==> config.mk <==
export PLATFORM = sky130hd
export DESIGN_NAME = ex_stage_ctrl_flat
export DESIGN_NICKNAME = d
export VERILOG_FILES = /design/src/rtl/ex_stage_ctrl_pkg.sv /design/src/rtl/ex_stage_ctrl_if.sv /design/src/rtl/ex_stage_ctrl_cond_check.sv /design/src/rtl/ex_stage_ctrl.sv /design/src/flat_wrapper.sv
export SDC_FILE = /design/constraint.sdc
export NUM_CORES = 1
export LEC_CHECK = 0
export CAP_MARGIN = 0
export CORE_MARGIN = 2
export CORE_UTILIZATION = 44
export CTS_BUF_LIST = sky130_fd_sc_hd__clkbuf_4
export DETAILED_ROUTE_END_ITERATION = 12
export PLACE_DENSITY = 0.82
export SYNTH_ARGS = -nofsm -noshare
export SYNTH_HDL_FRONTEND = slang
export SYNTH_SLANG_ARGS = --single-unit
export TNS_END_PERCENT = 10
==> constraint.sdc <==
create_clock -name clk -period 6.6 [get_ports clk]
set_input_delay 1.32 -clock clk [delete_from_list [all_inputs] [get_ports clk]]
set_output_delay 1.32 -clock clk [all_outputs]
set_load 0.01 [all_outputs]
==> src/rtl/ex_stage_ctrl_pkg.sv <==
// Shared definitions for the execute-stage controller: condition codes,
// status flag bit positions and ALU command encodings.
package ex_stage_ctrl_pkg;

  typedef enum logic [3:0] {
    COND_EQ = 4'h0, COND_NE = 4'h1, COND_CS = 4'h2, COND_CC = 4'h3,
    COND_MI = 4'h4, COND_PL = 4'h5, COND_VS = 4'h6, COND_VC = 4'h7,
    COND_HI = 4'h8, COND_LS = 4'h9, COND_GE = 4'hA, COND_LT = 4'hB,
    COND_GT = 4'hC, COND_LE = 4'hD, COND_AL = 4'hE, COND_NV = 4'hF
  } cond_e;

  typedef enum logic [3:0] {
    EXE_MOV = 4'b0001, EXE_MVN = 4'b1001, EXE_ADD = 4'b0010,
    EXE_ADC = 4'b0011, EXE_SUB = 4'b0100, EXE_SBC = 4'b0101,
    EXE_AND = 4'b0110, EXE_ORR = 4'b0111, EXE_EOR = 4'b1000
  } exe_cmd_e;

  localparam int ST_N = 3;
  localparam int ST_Z = 2;
  localparam int ST_C = 1;
  localparam int ST_V = 0;

endpackage

==> src/rtl/ex_stage_ctrl_if.sv <==
// Bundle between decode, the execute-stage controller and the ALU:
// incoming decoded slot, hazard controls, ALU status and registered EX fields.
interface ex_stage_ctrl_if #(
  parameter int N    = 32,
  parameter int RA_W = 4
);
  logic            freeze;
  logic            flush;
  logic            valid_in;
  logic [3:0]      cond_in;
  logic [3:0]      exe_cmd_in;
  logic            s_in;
  logic            wb_en_in;
  logic            mem_r_in;
  logic            mem_w_in;
  logic            b_in;
  logic [N-1:0]    val_rn_in;
  logic [N-1:0]    val2_in;
  logic [N-1:0]    val_rm_in;
  logic [RA_W-1:0] dest_in;
  logic [N-1:0]    pc_in;
  logic [23:0]     imm24_in;
  logic [3:0]      alu_status;

  logic [3:0]      exe_cmd;
  logic [N-1:0]    val_rn;
  logic [N-1:0]    val2;
  logic [N-1:0]    val_rm;
  logic [RA_W-1:0] dest;
  logic [N-1:0]    pc;
  logic            carry_in;
  logic            wb_en;
  logic            mem_r;
  logic            mem_w;
  logic            cond_pass;
  logic            branch_taken;
  logic [N-1:0]    branch_target;
  logic [3:0]      status_q;

  modport master (
    output freeze, flush, valid_in, cond_in, exe_cmd_in, s_in, wb_en_in,
           mem_r_in, mem_w_in, b_in, val_rn_in, val2_in, val_rm_in, dest_in,
           pc_in, imm24_in, alu_status,
    input  exe_cmd, val_rn, val2, val_rm, dest, pc, carry_in, wb_en, mem_r,
           mem_w, cond_pass, branch_taken, branch_target, status_q
  );

  modport slave (
    input  freeze, flush, valid_in, cond_in, exe_cmd_in, s_in, wb_en_in,
           mem_r_in, mem_w_in, b_in, val_rn_in, val2_in, val_rm_in, dest_in,
           pc_in, imm24_in, alu_status,
    output exe_cmd, val_rn, val2, val_rm, dest, pc, carry_in, wb_en, mem_r,
           mem_w, cond_pass, branch_taken, branch_target, status_q
  );

endinterface

==> src/rtl/ex_stage_ctrl_cond_check.sv <==
// ARM condition-field evaluation against the {N,Z,C,V} flags; purely combinational.
module ex_stage_ctrl_cond_check
  import ex_stage_ctrl_pkg::*;
(
  input  logic [3:0] cond,
  input  logic [3:0] status,
  output logic       pass
);
  logic n, z, c, v;

  assign n = status[ST_N];
  assign z = status[ST_Z];
  assign c = status[ST_C];
  assign v = status[ST_V];

  always_comb begin
    pass = 1'b0;
    case (cond_e'(cond))
      COND_EQ: pass = z;
      COND_NE: pass = !z;
      COND_CS: pass = c;
      COND_CC: pass = !c;
      COND_MI: pass = n;
      COND_PL: pass = !n;
      COND_VS: pass = v;
      COND_VC: pass = !v;
      COND_HI: pass = c & !z;
      COND_LS: pass = !c | z;
      COND_GE: pass = (n == v);
      COND_LT: pass = (n != v);
      COND_GT: pass = !z & (n == v);
      COND_LE: pass = z | (n != v);
      COND_AL: pass = 1'b1;
      default: pass = 1'b0;
    endcase
  end

endmodule

==> src/rtl/ex_stage_ctrl.sv <==
// ID/EX pipeline register with the architectural flag register, condition
// gating of side effects and branch resolution for the execute stage.
module ex_stage_ctrl #(
  parameter int N    = 32,
  parameter int RA_W = 4
) (
  input logic           clk,
  input logic           rst,
  ex_stage_ctrl_if.slave bus
);
  import ex_stage_ctrl_pkg::*;

  logic            valid_reg, s_reg, wb_en_reg, mem_r_reg, mem_w_reg, b_reg;
  logic [3:0]      cond_reg, exe_cmd_reg, status_reg;
  logic [N-1:0]    val_rn_reg, val2_reg, val_rm_reg, pc_reg;
  logic [RA_W-1:0] dest_reg;
  logic [23:0]     imm24_reg;
  logic            cond_pass;
  logic            live;
  logic [N-1:0]    imm_sext;

  ex_stage_ctrl_cond_check u_cond_check (
    .cond   (cond_reg),
    .status (status_reg),
    .pass   (cond_pass)
  );

  // Control bits: a flush always wins and inserts a bubble.
  always_ff @(posedge clk or posedge rst) begin
    if (rst) begin
      valid_reg <= 1'b0;
      s_reg     <= 1'b0;
      wb_en_reg <= 1'b0;
      mem_r_reg <= 1'b0;
      mem_w_reg <= 1'b0;
      b_reg     <= 1'b0;
    end else if (bus.flush) begin
      valid_reg <= 1'b0;
      s_reg     <= 1'b0;
      wb_en_reg <= 1'b0;
      mem_r_reg <= 1'b0;
      mem_w_reg <= 1'b0;
      b_reg     <= 1'b0;
    end else if (!bus.freeze) begin
      valid_reg <= bus.valid_in;
      s_reg     <= bus.s_in;
      wb_en_reg <= bus.wb_en_in;
      mem_r_reg <= bus.mem_r_in;
      mem_w_reg <= bus.mem_w_in;
      b_reg     <= bus.b_in;
    end
  end

  // Data fields are meaningless behind a bubble, so they simply load on flush.
  always_ff @(posedge clk or posedge rst) begin
    if (rst) begin
      cond_reg    <= '0;
      exe_cmd_reg <= '0;
      val_rn_reg  <= '0;
      val2_reg    <= '0;
      val_rm_reg  <= '0;
      dest_reg    <= '0;
      pc_reg      <= '0;
      imm24_reg   <= '0;
    end else if (bus.flush || !bus.freeze) begin
      cond_reg    <= bus.cond_in;
      exe_cmd_reg <= bus.exe_cmd_in;
      val_rn_reg  <= bus.val_rn_in;
      val2_reg    <= bus.val2_in;
      val_rm_reg  <= bus.val_rm_in;
      dest_reg    <= bus.dest_in;
      pc_reg      <= bus.pc_in;
      imm24_reg   <= bus.imm24_in;
    end
  end

  assign live = valid_reg & cond_pass;

  // The EX instruction is never the one being flushed, so flush does not block this.
  always_ff @(posedge clk or posedge rst) begin
    if (rst) begin
      status_reg <= 4'b0000;
    end else if (live && s_reg && !bus.freeze) begin
      status_reg <= bus.alu_status;
    end
  end

  assign imm_sext = {{(N-24){imm24_reg[23]}}, imm24_reg};

  assign bus.exe_cmd       = exe_cmd_reg;
  assign bus.val_rn        = val_rn_reg;
  assign bus.val2          = val2_reg;
  assign bus.val_rm        = val_rm_reg;
  assign bus.dest          = dest_reg;
  assign bus.pc            = pc_reg;
  assign bus.carry_in      = status_reg[ST_C];
  assign bus.wb_en         = live & wb_en_reg;
  assign bus.mem_r         = live & mem_r_reg;
  assign bus.mem_w         = live & mem_w_reg;
  assign bus.cond_pass     = cond_pass;
  assign bus.branch_taken  = live & b_reg;
  assign bus.branch_target = pc_reg + (imm_sext << 2);
  assign bus.status_q      = status_reg;

endmodule

==> src/flat_wrapper.sv <==
// flat-port wrapper written by rule: the top's interface ports become plain ports
module ex_stage_ctrl_flat import ex_stage_ctrl_pkg::*;
#(
  parameter int N    = 32,
  parameter int RA_W = 4
)
  (clk, rst, bus_freeze, bus_flush, bus_valid_in, bus_cond_in, bus_exe_cmd_in, bus_s_in, bus_wb_en_in, bus_mem_r_in, bus_mem_w_in, bus_b_in, bus_val_rn_in, bus_val2_in, bus_val_rm_in, bus_dest_in, bus_pc_in, bus_imm24_in, bus_alu_status, bus_exe_cmd, bus_val_rn, bus_val2, bus_val_rm, bus_dest, bus_pc, bus_carry_in, bus_wb_en, bus_mem_r, bus_mem_w, bus_cond_pass, bus_branch_taken, bus_branch_target, bus_status_q);
  ex_stage_ctrl_if #(.N(N), .RA_W(RA_W)) bus_i ();
  input logic clk;
  input logic rst;
  input wire logic [$bits(bus_i.freeze)-1:0] bus_freeze;
  input wire logic [$bits(bus_i.flush)-1:0] bus_flush;
  input wire logic [$bits(bus_i.valid_in)-1:0] bus_valid_in;
  input wire logic [$bits(bus_i.cond_in)-1:0] bus_cond_in;
  input wire logic [$bits(bus_i.exe_cmd_in)-1:0] bus_exe_cmd_in;
  input wire logic [$bits(bus_i.s_in)-1:0] bus_s_in;
  input wire logic [$bits(bus_i.wb_en_in)-1:0] bus_wb_en_in;
  input wire logic [$bits(bus_i.mem_r_in)-1:0] bus_mem_r_in;
  input wire logic [$bits(bus_i.mem_w_in)-1:0] bus_mem_w_in;
  input wire logic [$bits(bus_i.b_in)-1:0] bus_b_in;
  input wire logic [$bits(bus_i.val_rn_in)-1:0] bus_val_rn_in;
  input wire logic [$bits(bus_i.val2_in)-1:0] bus_val2_in;
  input wire logic [$bits(bus_i.val_rm_in)-1:0] bus_val_rm_in;
  input wire logic [$bits(bus_i.dest_in)-1:0] bus_dest_in;
  input wire logic [$bits(bus_i.pc_in)-1:0] bus_pc_in;
  input wire logic [$bits(bus_i.imm24_in)-1:0] bus_imm24_in;
  input wire logic [$bits(bus_i.alu_status)-1:0] bus_alu_status;
  output wire logic [$bits(bus_i.exe_cmd)-1:0] bus_exe_cmd;
  output wire logic [$bits(bus_i.val_rn)-1:0] bus_val_rn;
  output wire logic [$bits(bus_i.val2)-1:0] bus_val2;
  output wire logic [$bits(bus_i.val_rm)-1:0] bus_val_rm;
  output wire logic [$bits(bus_i.dest)-1:0] bus_dest;
  output wire logic [$bits(bus_i.pc)-1:0] bus_pc;
  output wire logic [$bits(bus_i.carry_in)-1:0] bus_carry_in;
  output wire logic [$bits(bus_i.wb_en)-1:0] bus_wb_en;
  output wire logic [$bits(bus_i.mem_r)-1:0] bus_mem_r;
  output wire logic [$bits(bus_i.mem_w)-1:0] bus_mem_w;
  output wire logic [$bits(bus_i.cond_pass)-1:0] bus_cond_pass;
  output wire logic [$bits(bus_i.branch_taken)-1:0] bus_branch_taken;
  output wire logic [$bits(bus_i.branch_target)-1:0] bus_branch_target;
  output wire logic [$bits(bus_i.status_q)-1:0] bus_status_q;
  assign bus_i.freeze = bus_freeze;
  assign bus_i.flush = bus_flush;
  assign bus_i.valid_in = bus_valid_in;
  assign bus_i.cond_in = bus_cond_in;
  assign bus_i.exe_cmd_in = bus_exe_cmd_in;
  assign bus_i.s_in = bus_s_in;
  assign bus_i.wb_en_in = bus_wb_en_in;
  assign bus_i.mem_r_in = bus_mem_r_in;
  assign bus_i.mem_w_in = bus_mem_w_in;
  assign bus_i.b_in = bus_b_in;
  assign bus_i.val_rn_in = bus_val_rn_in;
  assign bus_i.val2_in = bus_val2_in;
  assign bus_i.val_rm_in = bus_val_rm_in;
  assign bus_i.dest_in = bus_dest_in;
  assign bus_i.pc_in = bus_pc_in;
  assign bus_i.imm24_in = bus_imm24_in;
  assign bus_i.alu_status = bus_alu_status;
  assign bus_exe_cmd = bus_i.exe_cmd;
  assign bus_val_rn = bus_i.val_rn;
  assign bus_val2 = bus_i.val2;
  assign bus_val_rm = bus_i.val_rm;
  assign bus_dest = bus_i.dest;
  assign bus_pc = bus_i.pc;
  assign bus_carry_in = bus_i.carry_in;
  assign bus_wb_en = bus_i.wb_en;
  assign bus_mem_r = bus_i.mem_r;
  assign bus_mem_w = bus_i.mem_w;
  assign bus_cond_pass = bus_i.cond_pass;
  assign bus_branch_taken = bus_i.branch_taken;
  assign bus_branch_target = bus_i.branch_target;
  assign bus_status_q = bus_i.status_q;
  ex_stage_ctrl #(.N(N), .RA_W(RA_W)) u_core (.clk(clk), .rst(rst), .bus(bus_i));
endmodule
# Word level (Yosys, flattened, before mapping)
# Cells that the tools add are included.
[totals]
reg_bits = 174
inputBits = 178
out_inout_bits = 178
wordCells = 64
[op_classes]
add_sub_neg = 1
muxes = 13
bitwise = 9
n_reduce_logical = 9
eq_ne = 17
[op_table]
columns = ["cell", "n"]
rows = [
  ["32-bit adder", 1],
  ["4-bit equality test, second input constant", 7],
  ["4-bit by 3-bit equality test with 1-bit output, second input constant", 4],
  ["1-bit case mux with 15 select lines", 1],
  ["1-bit 2-to-1 mux", 12],
  ["4-bit by 2-bit equality test with 1-bit output, second input constant", 2],
  ["1-bit bitwise AND", 7],
  ["1-bit zero test", 5],
  ["4-bit by 1-bit equality test with 1-bit output, second input constant", 1],
  ["4-bit zero test", 1],
  ["1-bit logical AND", 2],
  ["2-bit by 1-bit inequality test with 1-bit output, second input constant", 1],
  ["1-bit OR", 2],
  ["1-bit equality test", 1],
  ["1-bit logical OR", 1],
  ["1-bit inequality test", 1],
]

# Longest topological paths before layout
[logic_depth]
depth_word = 6
ltp_mapped = 8
ltp_nobuf = 8

# Modules after synthesis
# A second synthesis with hierarchy kept.
[unflattened]
cells_unflattened = 630
area_unflattened_um2 = 8207.9
[modules_own_cells]
columns = ["module", "instances", "seq_area_each_um2", "cells_per_inst", "area_per_inst_um2"]
rows = [
  ["ex_stage_ctrl", 1, 4354.2, 602, 8013.9],
  ["ex_stage_ctrl_cond_check", 1, 0.0, 28, 193.9],
]

# Worst setup path after synthesis
# OpenSTA, ideal clock, no wires.
[synth_path]
path_kind = "register -> output"
startpoint = "register u_core.pc_reg[2], in the netlist u_core.bus.pc[2]"
endpoint = "output bus_branch_target[28]"
t_arrival_ns = 2.275
path_buffers = 0
required_time_ns = 5.280
stages_incl_launch_ff = 9
path_slack_ns = 3.005
path_cell_list = "dfrtp_1 -> ha_1 -> fa_1 -> a21o_1 -> a221o_2 -> o2bb2ai_4 -> o21ai_2 -> a221oi_2 -> xnor2_1"
[synth_between]
elab_chain_cells = 1
[synth_rtl]
columns = ["element", "line", "text"]
rows = [
  ["start: declaration", "ex_stage_ctrl.sv:15", "logic [N-1:0] val_rn_reg, val2_reg, val_rm_reg, pc_reg;"],
  ["start signal: assignment", "ex_stage_ctrl.sv:72", "pc_reg <= bus.pc_in;"],
  ["32-bit adder", "ex_stage_ctrl.sv:102", "assign bus.branch_target = pc_reg + (imm_sext << 2);"],
  ["end: declaration", "flat_wrapper.sv:40", "output wire logic [$bits(bus_i.branch_target)-1:0] bus_branch_target;"],
]
# Every way passes these cells.

# Worst setup path in the final report
[layout_path]
startpoint = "register u_core.pc_reg[2], in the netlist u_core.bus.pc[2]"
endpoint = "output bus_branch_target[18]"
# Same word-level chain as after synthesis.

==> impl_metrics.ini <==
[run_status]
outcome = finished clean

[setup_path]
ff2ff_setup_slack_ns = 4.42
end_kind = primary output
slowest_stage = clkdlybuf4s50_1
slowest_delay_ns = 0.61
cpLargestDelayFamily = compound AO/OA/AOI/OAI gates
cp_cell_sequence = ha_1 > fa_1 > a21o_1 > a221o_2 > a21oi_4 > o21ai_2 > a31oi_1 > xnor2_1 > clkdlybuf4s50_1
arrival_ns = 3.63
critical_path_class = flip-flop to primary output
cp.required_ns = 5.28
cp_max_fo = 5
rr_startpoint = u_core.cond_reg[1]$_DFFE_PP0P_
r2r_end = u_core.bus.status_q[0]$_DFFE_PP0P_
reg2regPathDepth = 4
cp.buffers_inverters = 1
start_kind = flip-flop

[routing]
vias = 6374
viasPerCell = 5.20
drt_iter0_markers = 236
ant_nets = 0
drc = 0
wl_um = 23000
wl_per_cell_um = 18.7
dr.pass1.iters = 4

[timing]
worst_slew_pin_slew_ns = 0.765
slew_viol_final = 0
fin_skew_ns = 0.0219
fin_crit_ns = 4.95
finalSetupTns_ns = 0
fmax_mhz = 202
setup_viol = 0
grt_setup_unrepaired = false
hold_viol_final = 0
fin_hold_ws_ns = 0.526
period_share_pct = 75.0
maxSlewHeadroom_pct = 49.0

[run]
drv_cap = 0

[logic_synthesis]
syn_nets = 834
synthArstFlopShare_pct = 100
syn_avg_cell_area_um2 = 13.2
ys.warnings.count = 0
synth.distinct_cells = 59
synth-edff-count = 0
synth_cells = 626
syn_area_um2 = 8260
synth_ff_type = dfrtp_1
ys_seq_area_share_pct = 52.7
ys_ff_latch = 174

[floorplanning]
die_w_um = 141
die_area_um2 = 19900
start_util_pct = 44.4
core_um2 = 18600
die_y_um = 141
rows = 50
pin_count = 356

[worst_hold_path]
worstHoldStart = u_core.bus.val_rm[28]$_DFFE_PP0P_
hp-class = flip-flop to flip-flop
hold_end = u_core.bus.val_rm[28]$_DFFE_PP0P_
hold_path_depth = 1

[placement]
numPortBuffers = 355
gp_congestion = 0.925
place_hpwl_um = 17700

[global_route]
grt_max_degree = 75
grt_util_all_layers_pct = 23.3
grt_pass1_vias = 6733
overflow = 0
antenna_found_initial = 7
grt_pass1_wl_um = 35900

[pwr]
comb_power_share_pct = 33.7
swShare_pct = 31.4
internal-power_uw = 1940
p_leak_uw = 0.00511
p_clk_share_pct = 23.4
ir_drop_mv = 0.137
power_uw = 2830
seqPwrFrac_pct = 42.9
p_per_area_nw_per_um2 = 230
p_switching_uw = 890

[clock_tree]
cts_buffer_depth = 2
cts_sinks = 174
postCtsResizedCells = 0
clk_latency_ns = 0.56
clkTransAtPathRegs_ns = 0.15
postCtsSetupBuffers = 0
cts_made_buffers = 17
cts_tree = built
cts_root_buf = clkbuf_4
postCtsHoldBufs = 0
h-tree-depth = 4

[finish]
seq_area_um2 = 4350
fin_util_pct = 66.4
nFillCells = 1444
multi_input_area_um2 = 3750
syn_to_final_growth_pct = 49.3
nets = 1183
drive_above_1_share_pct = 22.7
[power by group through the flow]
stage                     Clock, uW  Sequential [uW]  Combinational [uW]
after floorplan                   0             1260                 430
after global placement            0             1230                 946
after detailed placement          0             1240                 956
after CTS                       685             1220                 961
after global routing            727             1230                1030
final                           662             1220                 954
[metrics by stage]
step / worst slack (ns) / cell area, um^2 / cells
after CTS: 1.60 / 12300 / 1222
final: 1.65 / 12300 / 1226
after detailed placement: 2.29 / 12000 / 1190
after floorplan: 0.563 / 8260 / 626
after global routing: 1.45 / 12300 / 1225
after global placement: 2.31 / 12000 / 1190
[worst max-delay path by stage]
stage | startpoint | to | slack (ns) | cells after the start
global route | u_core.bus.pc[2]$_DFFE_PP0P_ | bus_branch_target[18] | 1.45 | 9
CTS | u_core.bus.pc[2]$_DFFE_PP0P_ | bus_branch_target[18] | 1.60 | 9
detailed placement | u_core.bus.pc[2]$_DFFE_PP0P_ | bus_branch_target[18] | 2.29 | 9
finish | u_core.bus.pc[2]$_DFFE_PP0P_ | bus_branch_target[18] | 1.65 | 9
global placement | u_core.bus.pc[2]$_DFFE_PP0P_ | bus_branch_target[18] | 2.31 | 9
floorplan | rst | u_core.b_reg$_DFFE_PP0P_ | 0.56 | 1
[kinds of logic after synthesis]
logic type / after synthesis / share of synthesized area [%]
buffers and inverters: 34 / 1.97
and+or+nand+nor: 90 / 5.24
xor gates and xnor gates: 27 / 2.86
muxes: 177 / 24.2
AOI/OAI and AO/OA: 94 / 8.37
adders and majority gates: 30 / 4.64
DFF: 174 / 52.7
[per-layer routing]
layer | track usage [%] | vias to the layer above | part of all wire [%]
met3 | 9.44 | 46 | 9.1
li1 | - | 2973 | -
met2 | 39.3 | 257 | 49
met4 | 10.1 | 6 | 3.3
met1 | 26.1 | 3092 | 38
met5 | 0 | - | 0.19
[cell usage in the layout (no fill, tap or decap), types with 3 or more instances in the layout]
| cell | netlist | final |
|---|---|---|
| clkinvlp_4 | 0 | 3 |
| o21ai_2 | 3 | 3 |
| clkdlybuf4s50_1 | 0 | 355 |
| xnor2_1 | 17 | 17 |
| diode_2 | 0 | 4 |
| and3_1 | 7 | 7 |
| ha_1 | 29 | 29 |
| nor3_1 | 9 | 9 |
| o211ai_1 | 8 | 8 |
| a21oi_1 | 34 | 34 |
| o21ai_0 | 12 | 12 |
| inv_8 | 0 | 4 |
| nand3_1 | 7 | 7 |
| buf_4 | 3 | 3 |
| clkbuf_4 | 0 | 18 |
| nor2_1 | 25 | 25 |
| xor2_1 | 10 | 10 |
| inv_1 | 5 | 4 |
| nand2_1 | 24 | 24 |
| mux2_2 | 169 | 169 |
| a21o_1 | 8 | 8 |
| mux2i_1 | 7 | 7 |
| dfrtp_1 | 174 | 174 |
| inv_6 | 0 | 5 |
[cell usage after synthesis (all sizes together), types with 2 or more instances]
cell	count	share of area, %
nand2	25	1.2
inv	5	0.23
nor2b	2	0.15
xor2	10	1.1
o211ai	10	1.1
and3	7	0.53
or2	2	0.15
o21ai	16	1.1
dfrtp	174	53
xnor2	17	1.8
nor2	25	1.1
a2111oi	3	0.62
or3	2	0.15
nand2b	3	0.23
buf	22	1.4
clkbuf	7	0.32
nand3	7	0.42
nand4	2	0.15
mux2i	7	0.85
o2111ai	2	0.21
mux2	169	23
a21o	9	0.83
a21oi	35	2.3
o21a	2	0.18
a21boi	2	0.18
nor3	9	0.55
ha	29	4.4
a31oi	2	0.15
[worst register-to-register path: stages, from the launching register on]
cell and delay [ns]:
dfrtp_1 0.44, mux4_2 0.52, o21ai_1 0.28, mux2i_1 0.46
mux2_2 0.39
[area by class of cell]
class                           instances  area share [%]
Multi-Input combinational cell        418            30.4
Clock buffer                           18            1.10
Antenna cell                            4          0.0812
Sequential cell                       174            35.3
Timing Repair Buffer                  359            29.2
Inverter                                5           0.193
Tap cell                              234            2.37
Clock inverter                         14            1.39
(Power assumes the default switching activity.)
